`config.mk`:
```
export PLATFORM = sky130hd
export DESIGN_NAME = pulse_train_generator
export DESIGN_NICKNAME = d
export VERILOG_FILES = /design/src/rtl/pulse_gen_pkg.sv /design/src/rtl/pgen_down_counter.sv /design/src/rtl/pulse_train_generator.sv
export SDC_FILE = /design/constraint.sdc
export NUM_CORES = 1
export LEC_CHECK = 0
export BUFFER_PORTS_ARGS = -buffer_cell sky130_fd_sc_hd__buf_2
export CORE_MARGIN = 1.5
export CORE_UTILIZATION = 30
export CTS_BUF_LIST = sky130_fd_sc_hd__clkbuf_8
export DETAILED_ROUTE_END_ITERATION = 8
export RECOVER_POWER = 100
export SYNTH_ARGS = -nofsm -noshare
export SYNTH_HDL_FRONTEND = slang
export SYNTH_HIERARCHICAL = 1
export SYNTH_SLANG_ARGS = --single-unit
export TNS_END_PERCENT = 10
```
`constraint.sdc`:
```
create_clock -name clk -period 2.8 [get_ports clk]
set_input_delay 0.28 -clock clk [delete_from_list [all_inputs] [get_ports clk]]
set_output_delay 0.28 -clock clk [all_outputs]
set_load 0.01 [all_outputs]
```
`src/rtl/pulse_gen_pkg.sv`:
```
// Shared types and default widths for the pulse train generator and its benches.
package pulse_gen_pkg;

    localparam int W_LEN_DEF = 8;
    localparam int W_CNT_DEF = 8;

    typedef enum logic [1:0] {
        IDLE = 2'd0,
        HIGH = 2'd1,
        LOW  = 2'd2,
        DONE = 2'd3
    } state_e;

endpackage

```
`src/rtl/pgen_down_counter.sv`:
```
// Loadable down-counter that saturates at zero; zero flag decoded from the count flop.
module pgen_down_counter #(
    parameter int W = 8
) (
    input  logic         clk,
    input  logic         rst,
    input  logic         load,
    input  logic [W-1:0] load_val,
    input  logic         en,
    output logic         zero
);

    logic [W-1:0] count_q;
    logic [W-1:0] count_d;

    // Next count: load has priority over decrement; never wraps below zero.
    always_comb begin
        count_d = count_q;
        if (load) begin
            count_d = load_val;
        end else if (en && (count_q != {W{1'b0}})) begin
            count_d = count_q - {{(W-1){1'b0}}, 1'b1};
        end else begin
            count_d = count_q;
        end
    end

    // Count register.
    always_ff @(posedge clk or posedge rst) begin
        if (rst) begin
            count_q <= {W{1'b0}};
        end else begin
            count_q <= count_d;
        end
    end

    assign zero = (count_q == {W{1'b0}});

endmodule

```
`src/rtl/pulse_train_generator.sv`:
```
// Programmable rectangular pulse train generator with busy/done handshake.
// Optional abort input enabled by defining PULSE_TRAIN_ABORT_EN.
module pulse_train_generator
    import pulse_gen_pkg::*;
#(
    parameter int W_LEN = W_LEN_DEF,
    parameter int W_CNT = W_CNT_DEF
) (
    input  logic             clk,
    input  logic             rst,
`ifdef PULSE_TRAIN_ABORT_EN
    input  logic             abort,
`endif
    input  logic             start,
    input  logic [W_LEN-1:0] high_len,
    input  logic [W_LEN-1:0] low_len,
    input  logic [W_CNT-1:0] num_pulses,
    output logic             pulse,
    output logic             busy,
    output logic             done
);

    state_e           state_q, state_d;
    logic [W_LEN-1:0] high_len_q, high_len_d;
    logic [W_LEN-1:0] low_len_q, low_len_d;
    logic             pulse_q, pulse_d;
    logic             busy_q, busy_d;
    logic             done_q, done_d;

    logic             abort_s;
    logic             phase_load_s, phase_en_s, phase_zero_s;
    logic [W_LEN-1:0] phase_load_val_s;
    logic             rem_load_s, rem_en_s, rem_zero_s;
    logic [W_CNT-1:0] rem_load_val_s;

`ifdef PULSE_TRAIN_ABORT_EN
    assign abort_s = abort;
`else
    assign abort_s = 1'b0;
`endif

    // A phase of length L runs while the counter goes from max(L,1)-1 down to 0.
    function automatic logic [W_LEN-1:0] phase_reload(input logic [W_LEN-1:0] len);
        if (len == {W_LEN{1'b0}}) begin
            phase_reload = {W_LEN{1'b0}};
        end else begin
            phase_reload = len - {{(W_LEN-1){1'b0}}, 1'b1};
        end
    endfunction

    pgen_down_counter #(.W(W_LEN)) u_phase_cnt (
        .clk      (clk),
        .rst      (rst),
        .load     (phase_load_s),
        .load_val (phase_load_val_s),
        .en       (phase_en_s),
        .zero     (phase_zero_s)
    );

    // Holds pulses still to come after the current HIGH phase.
    pgen_down_counter #(.W(W_CNT)) u_rem_cnt (
        .clk      (clk),
        .rst      (rst),
        .load     (rem_load_s),
        .load_val (rem_load_val_s),
        .en       (rem_en_s),
        .zero     (rem_zero_s)
    );

    // Next-state, parameter latching and counter control.
    always_comb begin
        state_d          = state_q;
        high_len_d       = high_len_q;
        low_len_d        = low_len_q;
        phase_load_s     = 1'b0;
        phase_load_val_s = phase_reload(high_len_q);
        phase_en_s       = 1'b0;
        rem_load_s       = 1'b0;
        rem_load_val_s   = {W_CNT{1'b0}};
        rem_en_s         = 1'b0;
        case (state_q)
            IDLE, DONE: begin
                if (start) begin
                    high_len_d       = high_len;
                    low_len_d        = low_len;
                    phase_load_s     = 1'b1;
                    phase_load_val_s = phase_reload(high_len);
                    rem_load_s       = 1'b1;
                    if (num_pulses == {W_CNT{1'b0}}) begin
                        rem_load_val_s = {W_CNT{1'b0}};
                        state_d        = DONE;
                    end else begin
                        rem_load_val_s = num_pulses - {{(W_CNT-1){1'b0}}, 1'b1};
                        state_d        = HIGH;
                    end
                end else begin
                    state_d = IDLE;
                end
            end
            HIGH: begin
                if (abort_s) begin
                    state_d = DONE;
                end else if (phase_zero_s) begin
                    if (rem_zero_s) begin
                        state_d = DONE;
                    end else begin
                        state_d          = LOW;
                        phase_load_s     = 1'b1;
                        phase_load_val_s = phase_reload(low_len_q);
                        rem_en_s         = 1'b1;
                    end
                end else begin
                    phase_en_s = 1'b1;
                end
            end
            LOW: begin
                if (abort_s) begin
                    state_d = DONE;
                end else if (phase_zero_s) begin
                    state_d          = HIGH;
                    phase_load_s     = 1'b1;
                    phase_load_val_s = phase_reload(high_len_q);
                end else begin
                    phase_en_s = 1'b1;
                end
            end
            default: begin
                state_d = IDLE;
            end
        endcase
        pulse_d = (state_d == HIGH);
        busy_d  = (state_d == HIGH) || (state_d == LOW);
        done_d  = (state_d == DONE);
    end

    // State, latched lengths and output registers.
    always_ff @(posedge clk or posedge rst) begin
        if (rst) begin
            state_q    <= IDLE;
            high_len_q <= {W_LEN{1'b0}};
            low_len_q  <= {W_LEN{1'b0}};
            pulse_q    <= 1'b0;
            busy_q     <= 1'b0;
            done_q     <= 1'b0;
        end else begin
            state_q    <= state_d;
            high_len_q <= high_len_d;
            low_len_q  <= low_len_d;
            pulse_q    <= pulse_d;
            busy_q     <= busy_d;
            done_q     <= done_d;
        end
    end

    assign pulse = pulse_q;
    assign busy  = busy_q;
    assign done  = done_q;

endmodule

```
==> qor.yml, run 1 <==
run_status:
  status: "completed"
global_routing:
  grt_pass1_wl_um: 10300
  grt_start_max_net_pins: 27
  overflow: 0
  antenna_found_initial: 0
  first_global_vias: 2180
  track_usage_pct: 13.2
logic_synthesis:
  ys_types: 52
  postSynthCellCount: 306
  ys_ff_latch: 37
  yosysSeqAreaShare_pct: 34.4
  yosys_warnings: 6
  syn_avg_cell_area_um2: 8.80
  synth_top_cells_by_area: "dfrtp_1 (34%), ha_1 (7.4%), nand2_1 (5.2%), xnor2_1 (4.2%), mux2_2 (3.8%)"
  synth_common_cells: "dfrtp_1 (37), nand2_1 (37), inv_1 (26)"
  synth-edff-count: 0
  synthArstFlopShare_pct: 100
  synth_top_cell_by_area: "dfrtp_1"
  synth-main-ff-cell: "dfrtp_1"
  netlist_area_um2: 2690
  synth_top_area_share_pct: 34.4
  synth_fp_nets: 349
die:
  io_pins: 30
  dieArea_um2: 9550
  die_y_um: 97.7
  dieWidth_um: 97.7
  rows: 34
  core_um2: 8720
  initial_utilization_pct: 30.9
cts:
  cts_tree: "done"
  clockBufferDepth: 2
  htree_levels: 2
  post_cts_buffers: 0
  root_buffer: "clkbuf_8"
  cts_buffers: 5
  clk_pin_slew_ps: 90
  clock-sinks: 37
  insertion_delay_ps: 290
timing:
  hold_violations: 0
  relSlewSlack_pct: 40.5
  finalClockSkew_ps: 10.6
  fin_tns_setup_ps: 0
  worst_pin_slew_ps: 892
  timing.hold.ws_ps: 186
  drv_slew: 0
  grt_setup_unrepaired: "yes"
  fin_crit_ps: 2640
  max_clock_freq_mhz: 379
  setup_viol: 0
  post-route-period-util_pct: 94.3
power:
  p_int_w: 0.00151
  swShare_pct: 40.2
  irDropWorstVdd_mv: 0.374
  p_comb_share_pct: 44.3
  p_sw_w: 0.00102
  clockPowerShare_pct: 19.4
  power_frac_seq_pct: 36.3
  power.density_nw_per_um2: 807
  p_leak_nw: 1.32
worst_hold_path:
  min_path_type: "in2reg"
cells_and_area:
  drive_gt1_share_pct: 20.5
  n_antenna_cell: 0
  final_util_pct: 36.0
  area_growth_pct: 16.6
  final_nets: 388
worst_setup_path:
  worstPathRequired_ps: 2970
  arrival_ps: 2820
  crit_path_end_kind: "flop"
  critical_path_class: "reg2reg"
  worstPathMaxFanout: 5
  worstSetupStartpointType: "flop"
detailed_routing:
  vias_per_cell: 4.98
  drtAntennaViolNets: 0
  wl_per_cell_um: 13.3
  vias: 2260
  drc: 0
  drt_iter0_drc: 139
  wl_um: 6040
  drt-pass1-iter-count: 4
placement:
  io_buffer_count: 29
  gp_congestion: 0.877
  dpl.hpwl_um: 4770
run:
  max-cap-violations: 0
[layout make-up]
cell class | instances | area (um^2)
well taps | 108 | 135
inverters | 27 | 101
flip-flops and latches | 37 | 926
multi-input cells | 236 | 1660
fillers | 882 | 5580
clock buffers | 6 | 82.6
clock inverters | 2 | 37.5
repair buffers | 38 | 200
[worst max-delay path: stages, from the launching register on]
cell and delay [ps]:
dfrtp_1 380, inv_1 110, ha_1 180, or4b_4 500
nor2_2 150, nand2b_1 70, or2_2 320, inv_2 120
buf_4 120, nand3_1 120, o211ai_1 250, a22oi_1 120
o41ai_1 80
[metal layers]
layer  global-route usage [%]  wire length, um
met5                        0                0
met4                     3.74               48
met3                     2.52              169
met2                     21.4             2820
met1                     18.1             3000
[cell families after synthesis]
kind of cell / share of synthesized area [%]
compound gates: 17.9
xor+xnor: 7.16
fa+ha+maj: 7.44
buf+inv: 4.70
flops: 34.4
mux: 6.09
simple gates: 22.3
[flip-flops by register name (all words and copies together) (netlist names)]
| name | cells |
|---|---|
| state_q | 2 |
| u_phase_cnt/count_q | 8 |
| low_len_q | 8 |
| busy | 1 |
| pulse | 1 |
| u_rem_cnt/count_q | 8 |
| done | 1 |
| high_len_q | 8 |
[cell usage in the layout, fill, tap and decap left out, types with 4 or more instances in the layout]
cell      count
a21oi_1      10
buf_2        25
buf_4         5
clkbuf_1      6
clkbuf_8      6
dfrtp_1      37
ha_1         16
inv_1        26
mux2_2        9
mux2i_1       4
nand2_1      37
nand2b_1      6
nand3_1       4
nor2_1       24
nor3_1        7
nor4_1        4
nor4_2        4
o21ai_0      15
o21ai_1       8
o22ai_1       4
o31ai_1       5
xnor2_1      13
xor2_1        9
[path summary, 6_finish.rpt]
path	start	depth (start not counted)	end	slack [ps]
max	u_phase_cnt/count_q[0]$_DFFE_PP0P_	12	u_phase_cnt/count_q[3]$_DFFE_PP0P_	160
min	low_len[1]	3	low_len_q[1]$_DFFE_PP0P_	190
max reg2reg	u_phase_cnt/count_q[0]$_DFFE_PP0P_	12	u_phase_cnt/count_q[3]$_DFFE_PP0P_	160
min reg2reg	u_phase_cnt/count_q[3]$_DFFE_PP0P_	1	u_phase_cnt/count_q[3]$_DFFE_PP0P_	560
max in group asynchronous	rst	3	high_len_q[0]$_DFFE_PP0P_	1500
min in group asynchronous	rst	3	u_rem_cnt/count_q[4]$_DFFE_PP0P_	500
[power by group through the flow]
stage	clock, W	combinational [W]	sequential [W]
6_report	0.000493	0.00112	0.000919
3_5_place_dp	0	0.00112	0.000919
4_1_cts	0.000499	0.00113	0.000914
2_1_floorplan	0	0.000869	0.000869
5_1_grt	0.000524	0.00126	0.000950
3_3_place_gp	0	0.00111	0.000912
[stage by stage]
step	instances	power, W	area [um^2]	worst slack [ps]
after floorplan	306	0.00174	2700	53.5
after global placement	445	0.00202	3010	129
after detailed placement	445	0.00204	3010	-31.7
after CTS	454	0.00254	3150	93.5
after global routing	454	0.00273	3140	-5.16
final	454	0.00253	3140	159
[what timing repair did]
action                     4_1_cts  5_1_grt
setup endpoints to repair        1        8
hold endpoints to repair        16        0
hold buffers                     1        0
gates resized for setup          1        4
Note: power is estimated with default switching activity, not from simulation.
==> inputs of run 2 (changes only) <==
- CELL_PAD_IN_SITES_DETAIL_PLACEMENT: unset -> 1
- CELL_PAD_IN_SITES_GLOBAL_PLACEMENT: unset -> 2
- PLACE_DENSITY_LB_ADDON: unset -> 0.1
==> qor.yml, run 2 (synthesis gave the netlist of run 1 again) <==
detailed_routing:
  wl_per_cell_um: 15.8  # +19%
  drt-pass1-iter-count: 4  # unchanged
  wl_um: 7170  # +19%
  dr.max_layer_used: "met4"
  dr_wl_met3_um: 143  # -15%
  vias: 2305  # +2.0%
  drt_iter0_drc: 59  # -58%
  drt-met1-wl_um: 3680  # +23%
  vias_per_cell: 5.07  # +1.8%
  dr_wl_met2_um: 3310  # +17%
  drc: 0  # unchanged
  drtAntennaViolNets: 0  # unchanged
die:
  dieArea_um2: 9550  # unchanged
  rows: 34  # unchanged
  dieWidth_um: 97.7  # unchanged
  io_pins: 30  # unchanged
  initial_utilization_pct: 30.9  # unchanged
  core_um2: 8720  # unchanged
  die_y_um: 97.7  # unchanged
cells_and_area:
  area_growth_pct: 16.8
  drive_gt1_share_pct: 21.3  # +0.81 points
  n_antenna_cell: 0  # unchanged
  final_nets: 389  # +0.26%
  fill_cells: 1042  # +18%
  layout_common_cells: "nand2_1 (37), dfrtp_1 (37), inv_1 (25), buf_2 (25), nor2_1 (23)"
worst_setup_path:
  critical_path_class: "reg2reg"
  crit_path_end_kind: "flop"
  r2r-end: "u_rem_cnt/count_q[7]$_DFFE_PP0P_"
  cp_num_cells: 11  # -1
  worstSetupStartpointType: "flop"
  rr_startpoint: "u_phase_cnt/count_q[1]$_DFFE_PP0P_"
  worstPathRequired_ps: 3010  # +40 ps
  crit_path_max_incr_delay_ps: 500  # about the same
  cp_num_buf_inv: 2  # -1
  reg2regPathDepth: 11  # -1
  critPathSlowestCell: "or4b_4"
  cp_cell_sequence: "inv_1 > ha_1 > or4b_4 > nor2_4 > nand2b_1 > or2_2 > inv_2 > nor3b_1 > nand4_1 > xor2_1 > o21ai_0"
  critPathTopFamily: "simple AND/OR/NAND/NOR gates"
  r2r_slack_ps: 180  # +20 ps
  arrival_ps: 2830  # about the same
  worstPathMaxFanout: 4  # -1
worst_hold_path:
  min_from: "low_len[0]"
  holdPathEnd: "low_len_q[0]$_DFFE_PP0P_"
  min_path_type: "in2reg"
  holdPathStages: 3  # unchanged
power:
  p_leak_nw: 1.32  # +0.36%
  power.total_w: 0.00260  # +2.4%
  irDropWorstVdd_mv: 0.247  # -34%
  power.density_nw_per_um2: 825  # +2.3%
global_routing:
  antenna_found_initial: 0  # unchanged
  first_global_vias: 2419  # +11%
  track_usage_pct: 16.1  # +2.9 points
  overflow: 0  # unchanged
  grt_start_max_net_pins: 29  # +7.4%
  grt_pass1_wl_um: 12300  # +20%
cts:
  clockBufferDepth: 2  # unchanged
  cts_buffers: 5  # unchanged
  root_buffer: "clkbuf_8"
  insertion_delay_ps: 300  # about the same
  clk_pin_slew_ps: 80  # about the same
  htree_levels: 2  # unchanged
  cts_tree: "done"
  clock-sinks: 37  # unchanged
timing:
  relSlewSlack_pct: 38.1  # -2.4 points
  max_clock_freq_mhz: 381  # +0.70%
  drv_slew: 0  # unchanged
  finalClockSkew_ps: 15.6  # +4.99 ps
  grt_setup_unrepaired: "no"
  post-route-period-util_pct: 93.7  # -0.66 points
  setup_viol: 0  # unchanged
  timing.hold.ws_ps: 192  # +6.04 ps
  worst_pin_slew_ps: 927  # +35.7 ps
  fin_tns_setup_ps: 0  # unchanged
  fin_ws_ps: 178  # +18.4 ps
  fin_crit_ps: 2620  # -18.4 ps
  hold_violations: 0  # unchanged
placement:
  io_buffer_count: 29  # unchanged
  gp_congestion: 0.788  # -10%
  dp_slack_ps: 47.8  # +79.5 ps
  dpl.hpwl_um: 5610  # +18%
run_status:
  status: "completed"
run:
  max-cap-violations: 0  # unchanged
## run 2: worst max-delay path by stage
stage                                                   from                                  to  slack [ps]
after CTS                 u_phase_cnt/count_q[0]$_DFFE_PP0P_    u_rem_cnt/count_q[7]$_DFFE_PP0P_          50
after detailed placement  u_phase_cnt/count_q[0]$_DFFE_PP0P_    u_rem_cnt/count_q[7]$_DFFE_PP0P_          50
after global routing      u_phase_cnt/count_q[1]$_DFFE_PP0P_  u_phase_cnt/count_q[2]$_DFFE_PP0P_           5
after floorplan           u_phase_cnt/count_q[0]$_DFFE_PP0P_  u_phase_cnt/count_q[5]$_DFFE_PP0P_          50
after global placement    u_phase_cnt/count_q[0]$_DFFE_PP0P_    u_rem_cnt/count_q[5]$_DFFE_PP0P_         130
final                     u_phase_cnt/count_q[1]$_DFFE_PP0P_    u_rem_cnt/count_q[7]$_DFFE_PP0P_         180
## run 2: report_power, final
part | leakage [nW] | switching (W) | total [W] | internal, W
combinational | 0.800 | 0.000651 | 0.00117 | 0.000521
clock | 0.0574 | 0.000217 | 0.000507 | 0.000290
sequential | 0.463 | 0.000202 | 0.000916 | 0.000714
## run 2: layer usage
layer  vias up  GRT usage, %
met2        27          26.1
met3         2          2.66
met1      1116          22.7
li1       1160             -
met4         0          3.30
met5         -             0
## run 2: cell type report
| cell class | count | area, um^2 | area share (%) |
|---|---|---|---|
| clock buffer | 6 | 82.6 | 2.63 |
| multi-input combinational | 236 | 1650 | 52.5 |
| inverter | 27 | 101 | 3.22 |
| clock inverter | 2 | 37.5 | 1.19 |
| tap | 108 | 135 | 4.30 |
| timing repair buffer | 39 | 211 | 6.73 |
| sequential | 37 | 926 | 29.4 |
## run 2: through the flow
| stage | std cells | util, % | cell area (um^2) |
|---|---|---|---|
| after floorplan | 306 | - | 2700 |
| after global placement | 445 | 34.5 | 3010 |
| after detailed placement | 445 | 34.5 | 3010 |
| after CTS | 454 | 36.0 | 3140 |
| after global routing | 455 | 36.1 | 3140 |
| final | 455 | 36.1 | 3140 |
## run 2: worst register-to-register path, delay by kind of cell (launching register included)
family	cells	cell delay, ps
XOR/XNOR	1	160
AND/OR/NAND/NOR	6	1510
adder cells (fa/ha/maj)	1	160
flip-flops	1	390
AO/OA/AOI/OAI	1	150
buffers and inverters	2	190
## run 2: timing repair
item,in CTS,in global routing
buffers inserted,0,1
resized for setup,0,6
endpoints found under the hold margin,16,0
hold buffers,1,0
setup endpoints to repair,0,12
